**src/rtl/leosoc_bus_pkg.sv**
```systemverilog
// Shared LeoSoC memory-bus definitions: bus widths, arbiter state encoding
// and the read data returned on an aborted transaction.
package leosoc_bus_pkg;

    localparam int unsigned BUS_ADDR_WIDTH = 32;
    localparam int unsigned BUS_DATA_WIDTH = 32;
    localparam int unsigned BUS_MASK_WIDTH = BUS_DATA_WIDTH / 8;

    typedef enum logic [1:0] {
        IDLE,
        GRANT,
        HOLD
    } arb_state_e;

    localparam logic [31:0] ARB_ERR_RDATA = 32'hDEAD_BEEF;

endpackage

```
**src/rtl/mem_bus_arbiter_rr_pick.sv**
```systemverilog
// Round-robin pick: first set request at or after ptr, cyclically, using a
// double-width rotate followed by a lowest-bit priority encoder.
module rr_pick #(
    parameter int unsigned N  = 2,
    parameter int unsigned IW = 1
) (
    input  logic [N-1:0]  req,
    input  logic [IW-1:0] ptr,
    output logic          any_req,
    output logic [IW-1:0] sel
);

    localparam int unsigned SW = IW + 1;

    logic [2*N-1:0] dbl;
    logic [N-1:0]   rot;
    logic [IW-1:0]  off;
    logic [SW-1:0]  sum;

    always_comb begin
        dbl     = {req, req};
        rot     = N'(dbl >> ptr);
        any_req = |req;
        off     = '0;
        for (int i = int'(N) - 1; i >= 0; i--) begin
            if (rot[i]) begin
                off = IW'(i);
            end
        end
        // Offset is relative to ptr; fold back into 0..N-1.
        sum = SW'(ptr) + SW'(off);
        if (sum >= SW'(N)) begin
            sum = sum - SW'(N);
        end
        sel = IW'(sum);
    end

endmodule

```
**src/rtl/mem_bus_arbiter.sv**
```systemverilog
// Round-robin, transaction-locked arbiter sharing the SoC memory bus.
// Define ARB_TIMEOUT_EN to add the GRANT watchdog and the timeout_err output.
module mem_bus_arbiter
    import leosoc_bus_pkg::*;
#(
    parameter int unsigned NUM_REQ        = 2,
    parameter int unsigned ADDR_WIDTH     = BUS_ADDR_WIDTH,
    parameter int unsigned DATA_WIDTH     = BUS_DATA_WIDTH,
    parameter int unsigned TIMEOUT_CYCLES = 1024
) (
    input  logic                                   clk,
    input  logic                                   reset,
    input  logic [NUM_REQ-1:0][ADDR_WIDTH-1:0]     req_addr,
    input  logic [NUM_REQ-1:0][DATA_WIDTH-1:0]     req_wdata,
    input  logic [NUM_REQ-1:0][DATA_WIDTH/8-1:0]   req_wmask,
    input  logic [NUM_REQ-1:0]                     req_wstrb,
    input  logic [NUM_REQ-1:0]                     req_rstrb,
    output logic [NUM_REQ-1:0]                     req_done,
    output logic [DATA_WIDTH-1:0]                  req_rdata,
    output logic [ADDR_WIDTH-1:0]                  mem_addr,
    output logic [DATA_WIDTH-1:0]                  mem_wdata,
    output logic [DATA_WIDTH/8-1:0]                mem_wmask,
    output logic                                   mem_wstrb,
    output logic                                   mem_rstrb,
    input  logic                                   mem_done,
    input  logic [DATA_WIDTH-1:0]                  mem_rdata,
    output logic [$clog2(NUM_REQ)-1:0]             grant_id,
`ifdef ARB_TIMEOUT_EN
    output logic                                   timeout_err,
`endif
    output logic                                   busy
);

    localparam int unsigned ID_W = $clog2(NUM_REQ);

    if (NUM_REQ < 2 || NUM_REQ > 8 || TIMEOUT_CYCLES < 2 || TIMEOUT_CYCLES > 65536) begin : g_bad_cfg
        $error("mem_bus_arbiter: unsupported NUM_REQ or TIMEOUT_CYCLES");
    end

    arb_state_e        state, state_nxt;
    logic [ID_W-1:0]   rr_ptr, rr_nxt, grant_nxt, pick_sel;
    logic              pick_any;
    logic              force_done;
    logic              hold_err;

    rr_pick #(
        .N  (NUM_REQ),
        .IW (ID_W)
    ) u_rr_pick (
        .req     (req_wstrb | req_rstrb),
        .ptr     (rr_ptr),
        .any_req (pick_any),
        .sel     (pick_sel)
    );

`ifdef ARB_TIMEOUT_EN
    logic [15:0] to_cnt;
    logic        to_flag;

    // Watchdog: counts GRANT cycles, zero everywhere else.
    always_ff @(posedge clk or posedge reset) begin
        if (reset) begin
            to_cnt      <= '0;
            to_flag     <= 1'b0;
            timeout_err <= 1'b0;
        end else begin
            to_cnt  <= (state == GRANT) ? to_cnt + 16'd1 : '0;
            to_flag <= force_done;
            if (force_done) begin
                timeout_err <= 1'b1;
            end
        end
    end

    assign force_done = (state == GRANT) && (to_cnt == 16'(TIMEOUT_CYCLES - 1));
    assign hold_err   = (state == HOLD) && to_flag;
`else
    assign force_done = 1'b0;
    assign hold_err   = 1'b0;
`endif

    always_ff @(posedge clk or posedge reset) begin
        if (reset) begin
            state    <= IDLE;
            grant_id <= '0;
            rr_ptr   <= '0;
        end else begin
            state    <= state_nxt;
            grant_id <= grant_nxt;
            rr_ptr   <= rr_nxt;
        end
    end

    // Next state plus the bus mux; strobes and done are live only in GRANT.
    always_comb begin
        state_nxt = state;
        grant_nxt = grant_id;
        rr_nxt    = rr_ptr;
        mem_addr  = '0;
        mem_wdata = '0;
        mem_wmask = '0;
        mem_wstrb = 1'b0;
        mem_rstrb = 1'b0;
        req_done  = '0;
        req_rdata = mem_rdata;

        case (state)
            IDLE: begin
                if (pick_any) begin
                    grant_nxt = pick_sel;
                    state_nxt = GRANT;
                end
            end
            GRANT: begin
                mem_addr  = req_addr[grant_id];
                mem_wdata = req_wdata[grant_id];
                mem_wmask = req_wmask[grant_id];
                if (!force_done) begin
                    mem_wstrb = req_wstrb[grant_id];
                    mem_rstrb = req_rstrb[grant_id];
                end
                if (mem_done || force_done) begin
                    req_done[grant_id] = 1'b1;
                    state_nxt          = HOLD;
                end
            end
            HOLD: begin
                // Address stays on the owner so the decoder's read mux stays selected.
                mem_addr  = req_addr[grant_id];
                state_nxt = IDLE;
                rr_nxt    = (grant_id == ID_W'(NUM_REQ - 1)) ? '0 : grant_id + ID_W'(1);
                if (hold_err) begin
                    req_rdata = DATA_WIDTH'(ARB_ERR_RDATA);
                end
            end
            default: state_nxt = IDLE;
        endcase
    end

    assign busy = (state != IDLE);

endmodule

```
**config.mk**
```make
export PLATFORM = sky130hd
export DESIGN_NAME = mem_bus_arbiter
export DESIGN_NICKNAME = d
export VERILOG_FILES = /design/src/rtl/leosoc_bus_pkg.sv /design/src/rtl/mem_bus_arbiter_rr_pick.sv /design/src/rtl/mem_bus_arbiter.sv
export SDC_FILE = /design/constraint.sdc
export NUM_CORES = 1
export LEC_CHECK = 0
export CORE_AREA = 2 2 110 112
export CTS_CLUSTER_SIZE = 24
export DETAILED_ROUTE_END_ITERATION = 16
export DIE_AREA = 0 0 112 114
export HOLD_SLACK_MARGIN = 0.08
export PLACE_DENSITY = 0.59
export SKIP_LAST_GASP = 1
export SYNTH_ARGS = -nofsm -noshare
export SYNTH_HDL_FRONTEND = slang
export SYNTH_HIERARCHICAL = 1
export SYNTH_SLANG_ARGS = --single-unit
```
**constraint.sdc**
```tcl
create_clock -name clk -period 1.75 [get_ports clk]
set_input_delay 0.175 -clock clk [delete_from_list [all_inputs] [get_ports clk]]
set_output_delay 0.175 -clock clk [all_outputs]
set_load 0.005 [all_outputs]
```
==> flow_summary.ini, run 1 <==
[pwr]
power.density_nw_per_um2 = 1420
power_leakage_nw = 2.21
peakVddDrop_mv = 0.581

[routing]
vias = 2305
detail-route-antenna-nets = 0
drc = 0
wl_per_cell_um = 14.8
wl_um = 8630
viasPerCell = 3.96
dr.pass1.iters = 4
first_iter_violations = 48

[synthesis]
ys_seq_area_share_pct = 5.49
synth_warnings = 6
syn_area_per_cell_um2 = 8.33
netlist_area_um2 = 1820
synth-xor-area-share_pct = 0
synth_cell_types = 21
synth_compound_area_share_pct = 1.51
synth_nets = 399
synth-adder-area-share_pct = 3.43
ys_seq_elements = 4
synth_top_family_by_area = multiplexers
synth_cells = 219
muxShareOfSynthArea_pct = 39.6
synthSimpleGateAreaFrac_pct = 27.0

[finish]
multi_input_area_um2 = 1360
finalCoreUtilization_pct = 37.6
fillers = 1210
n_antenna_cell = 0
drive_gt1_share_pct = 13.6
nNetsFinal = 616
regArea_um2 = 104
area_growth_pct = 141

[min_path]
hp-class = in -> async

[sta]
finalHoldViolations = 0
slew_headroom_pct = 83.2
rsz0062_at_grt = yes
tightest_slew_ns = 0.244
period_share_pct = 111
fin_crit_ns = 1.95
setup_viol = 42
fin_skew_ns = 0.00184
tns_ns = -6.41
timing.final.ws_setup_ns = -0.201
slew_violations = 0
timing.hold.ws_ns = 0.143
fmax_ghz = 0.513

[worst_setup_path]
worst-setup-path-type = reg -> out
slowest_delay_ns = 0.52
cp.arrival_ns = 1.78
crit_chain = buf_4 -> ha_4 -> buf_12 -> nor2b_1 -> clkdlybuf4s50_1
cp_max_fo = 9
crit_path_end_kind = output pin
cp-start-kind = register
required_ns = 1.57
crit_slowest_cell = clkdlybuf4s50_1

[floorplanning]
floorplan.initialDensity_pct = 15.6
io_pins = 281
fp.dieH_um = 114
num_rows = 40
die_w_um = 112
dieArea_um2 = 12800
core-area_um2 = 11700

[clock_tree]
htreeDepth = 1
cts_tree = built
clk_latency_ns = 0.23
cts_buffers = 3
cts_sinks = 4
postCtsHoldBufs = 0
cts-root-buf = clkbuf_16
clockBufferDepth = 2
clkTransAtPathRegs_ns = 0.03

[global_routing]
grt_usage_pct = 10.5
grt_max_degree = 42
grt_pass1_vias = 2261
grt_first_pass_wirelength_um = 11100
grt_antenna_before_repair = 0
overflow = 0

[place]
port_buffers = 216
dp_hpwl_um = 6070
place_congestion = 0.776
place_ws_ns = -0.0725

[job]
maxCapViolCount = 0

[status]
violations = negative setup slack
status = complete, but fails checks
## metal layers
| layer | part of all wire [%] | GRT usage, % |
|---|---|---|
| met1 | 39 | 11.4 |
| met2 | 51 | 20.2 |
| met3 | 8.3 | 2.76 |
| met4 | 1.5 | 2.60 |
| met5 | 0 | 0 |
## worst max-delay path, delay by kind of cell (launching register included)
| family | cells | cell delay (ns) |
|---|---|---|
| buffers and inverters | 3 | 0.81 |
| adder cells (fa/ha/maj) | 1 | 0.20 |
| AND/OR/NAND/NOR | 1 | 0.17 |
| flip-flops | 1 | 0.37 |
## synthesized netlist by cell type
| master | count | share of area (%) |
|---|---|---|
| buf_4 | 33 | 14 |
| buf_6 | 1 | 0.62 |
| inv_1 | 5 | 1.0 |
| nor2b_1 | 71 | 24 |
| o21a_1 | 1 | 0.41 |
| dfrtp_1 | 4 | 5.5 |
| o21ai_0 | 1 | 0.27 |
| buf_12 | 5 | 5.5 |
| buf_8 | 1 | 0.82 |
| mux2i_1 | 70 | 38 |
| and3_1 | 1 | 0.34 |
| clkbuf_1 | 7 | 1.4 |
| nor2_1 | 3 | 0.62 |
| mux2_1 | 1 | 0.62 |
| a21oi_1 | 2 | 0.55 |
| or2_1 | 1 | 0.34 |
| mux2_2 | 1 | 0.62 |
| o21ai_1 | 1 | 0.27 |
| ha_1 | 5 | 3.4 |
| nand2_1 | 3 | 0.62 |
| or2_2 | 2 | 0.69 |
## through the flow
stage / cells / total power [mW] / area [µm²]
2_1_floorplan: 219 / 2.66 / 1820
3_3_place_gp: 547 / 5.01 / 3910
3_5_place_dp: 547 / 5.04 / 3910
4_1_cts: 554 / 5.67 / 4070
5_1_grt: 582 / 6.75 / 4410
6_report: 582 / 6.26 / 4410
## power by group
group	switching (mW)	internal [mW]
sequential	0.0888	0.149
clock	0.0687	0.301
combinational	2.00	3.65
total	2.16	4.10
## registers in the layout (all words and copies together), names as in the netlist
| name | flops |
|---|---|
| grant_id | 1 |
| rr_ptr | 1 |
| state | 2 |
## final timing paths
| kind | startpoint | to | slack [ns] | cells after the start |
|---|---|---|---|---|
| setup / recovery | state[0] | mem_wdata[20] | -0.20 | 5 |
| min in group clk | mem_rdata[26] | req_rdata[26] | 0.35 | 0 |
| hold / removal | reset | rr_ptr | 0.14 | 2 |
| hold reg to reg | rr_ptr | rr_ptr | 0.58 | 2 |
| max in group asynchronous | reset | grant_id | 1.43 | 2 |
| setup reg to reg | state[1] | state[0] | 0.14 | 7 |
## what timing repair did
action                                 4_1_cts  5_1_grt
setup buffers                                2       23
endpoints found under the hold margin        0        0
cloned                                       1        6
pin swaps                                    0        1
setup endpoints to repair                   72       63
resized for setup                           30       24
## area by class of cell
class / instances / share of cell area (%)
timing repair buffer: 259 / 60.5
sequential: 4 / 2.36
tap: 147 / 4.17
multi-input combinational: 163 / 30.8
inverter: 5 / 0.426
clock buffer: 4 / 1.79
## kinds of logic after synthesis
family,count (synthesis)
simple gates,81
mux,72
buf+inv,52
compound gates,5
fa+ha+maj,5
flops,4
## layout by cell type, fill, tap and decap left out
master / netlist / layout
dfrtp_4: 0 / 1
inv_1: 5 / 3
dlygate4sd2_1: 0 / 18
nor2_1: 3 / 3
ha_4: 0 / 3
clkbuf_1: 7 / 1
and3_1: 1 / 1
a21oi_1: 2 / 2
clkdlybuf4s50_1: 0 / 180
ha_1: 5 / 2
buf_12: 5 / 2
o21a_1: 1 / 1
mux2i_2: 0 / 1
dlymetal6s2s_1: 0 / 17
buf_6: 1 / 3
or2_1: 1 / 1
buf_2: 0 / 1
nor2b_2: 0 / 1
clkbuf_16: 0 / 8
dfrtp_1: 4 / 3
o21ai_0: 1 / 1
nand2_1: 3 / 3
mux2_2: 1 / 1
nor2b_1: 71 / 69
buf_16: 0 / 2
or2_2: 2 / 2
nor2b_4: 0 / 1
mux2_1: 1 / 1
buf_4: 33 / 31
mux2i_1: 70 / 69
o21ai_1: 1 / 1
inv_2: 0 / 2
No activity file was read; power rests on OpenSTA's default activity.
==> run 2: changes to the inputs <==
Settings changed: SKIP_LAST_GASP 1 to not set.
==> run 2 against run 1 <==
Against the previous run:
- the flow now finishes without violations
- critical path depth up 1
- setup slack better by 0.20 ns
- first-iteration DRC count up 15%
- clock skew about the same
==> flow_summary.ini, run 2 (same netlist as run 1, synthesis figures left out) <==
[status]
status = completed

[global_routing]
grt_pass1_vias = 2278
grt_antenna_before_repair = 0
grt_max_degree = 42
overflow = 0
grt_usage_pct = 10.5
grt_first_pass_wirelength_um = 11200

[routing]
viasPerCell = 3.96
wl_per_cell_um = 14.7
detail-route-antenna-nets = 0
vias = 2268
drc = 0
dr.pass1.iters = 4
first_iter_violations = 55
wl_um = 8410

[finish]
reg_top3 = state (2), grant_id (1), rr_ptr (1)
final_cell_area_um2 = 4140
n_antenna_cell = 0
area_growth_pct = 127
multi_input_area_um2 = 1390
final_common_cell = clkdlybuf4s50_1
nNetsFinal = 607
stdcell_count = 573
largest_register = state
final_cell_mix = clkdlybuf4s50_1 (144), mux2i_1 (68), nor2b_1 (58)
drive_gt1_share_pct = 26.1
regArea_um2 = 104
largest_register_ffs = 2
fillers = 1235

[sta]
slew_headroom_pct = 83.0
setup_viol = 0
fin_skew_ns = 0.00183
period_share_pct = 100
tns_ns = 0
slew_violations = 0
tightest_slew_ns = 0.249
fmax_ghz = 0.572
fin_crit_ns = 1.75
rsz0062_at_grt = yes
finalHoldViolations = 0
timing.hold.ws_ns = 0.143

[clock_tree]
htreeDepth = 1
clk_latency_ns = 0.23
postCtsHoldBufs = 0
cts-root-buf = clkbuf_16
cts_tree = built
clockBufferDepth = 2
cts_sinks = 4
cts_buffers = 3
clkTransAtPathRegs_ns = 0.03

[job]
maxCapViolCount = 0

[worst_setup_path]
cp.arrival_ns = 1.57
crit_top_cell = buf_6
worst-setup-path-type = reg -> out
required_ns = 1.57
crit_path_end_kind = output pin
slowest_delay_ns = 0.38
r2r_cells = 7
reg2reg_slack_ns = 0.15
crit_slowest_cell = dfrtp_1
cp_max_fo = 11
r2r_start = state[1]
cp-start-kind = register
reg2reg_to = state[0]
crit_chain = inv_2 -> buf_6 -> ha_4 -> buf_6 -> nor2b_2 -> dlygate4sd2_1

[floorplanning]
num_rows = 40
dieArea_um2 = 12800
core-area_um2 = 11700
fp.dieH_um = 114
io_pins = 281
floorplan.initialDensity_pct = 15.6
die_w_um = 112

[place]
place_congestion = 0.776
place_area_um2 = 3910
dp_cells = 547
port_buffers = 216
dp_hpwl_um = 6070

[min_path]
hp-class = in -> async

[pwr]
power_leakage_nw = 2.05
p_total_mw = 5.84
peakVddDrop_mv = 0.580
power.density_nw_per_um2 = 1410
==> run 2: cell count changes in the layout (fill, tap and decap cells not counted), moves of 2 or more <==
cell             delta
nor2b_1            -11
clkbuf_2           +47
buf_8               +2
buf_4              -13
dlymetal6s2s_1      -9
clkdlybuf4s15_1     +8
buf_6               +4
clkdlybuf4s50_1    -36
nor2b_2            +10
dlygate4sd2_1      -12
==> run 2: report_power, final <==
group          internal (mW)  switching [mW]  total, mW
sequential             0.149          0.0556      0.205
clock                  0.301          0.0686      0.370
combinational           3.22            2.04       5.26
==> run 2: stage by stage <==
step | utilization (%) | setup WS, ns
floorplan | - | 0.356
CTS | 34.4 | -0.211
detailed placement | 33.4 | -0.0725
finish | 35.3 | 0.000367
global route | 35.3 | -0.0483
global placement | 33.4 | -0.0640
==> run 2: worst max-delay path by stage <==
stage	endpoint	from	depth (start not counted)
floorplan	mem_wdata[11]	state[1]	5
global placement	mem_addr[6]	state[0]	5
detailed placement	mem_addr[6]	state[0]	5
CTS	mem_wdata[11]	grant_id	4
global route	mem_addr[30]	state[1]	6
finish	mem_addr[30]	state[1]	6
==> run 2: area by class of cell <==
cell class	instances	area share, %
timing repair buffer	250	57.0
inverter	5	0.454
clock buffer	4	1.91
multi-input combinational	163	33.7
tap	147	4.45
sequential	4	2.51
==> run 2: per-layer routing <==
layer,track usage [%],routed length (µm),vias to the layer above
li1,-,-,1103
met1,11.5,3290,1021
met2,20.3,4300,126
met3,2.76,721,18
met4,2.60,106,0
met5,0,0,-
==> run 2: worst max-delay path: cells and delay by family (launching register included) <==
kind / cells / cell delay, ns
AND/OR/NAND/NOR: 1 / 0.14
flip-flops: 1 / 0.38
buffers and inverters: 4 / 0.61
adder cells (fa/ha/maj): 1 / 0.22
==> run 2: timing repair <==
action / in CTS / in global routing
buffers inserted: 2 / 15
pin swaps: 0 / 2
gates resized for setup: 90 / 129
endpoints found under the setup margin: 72 / 22
cloned: 1 / 5
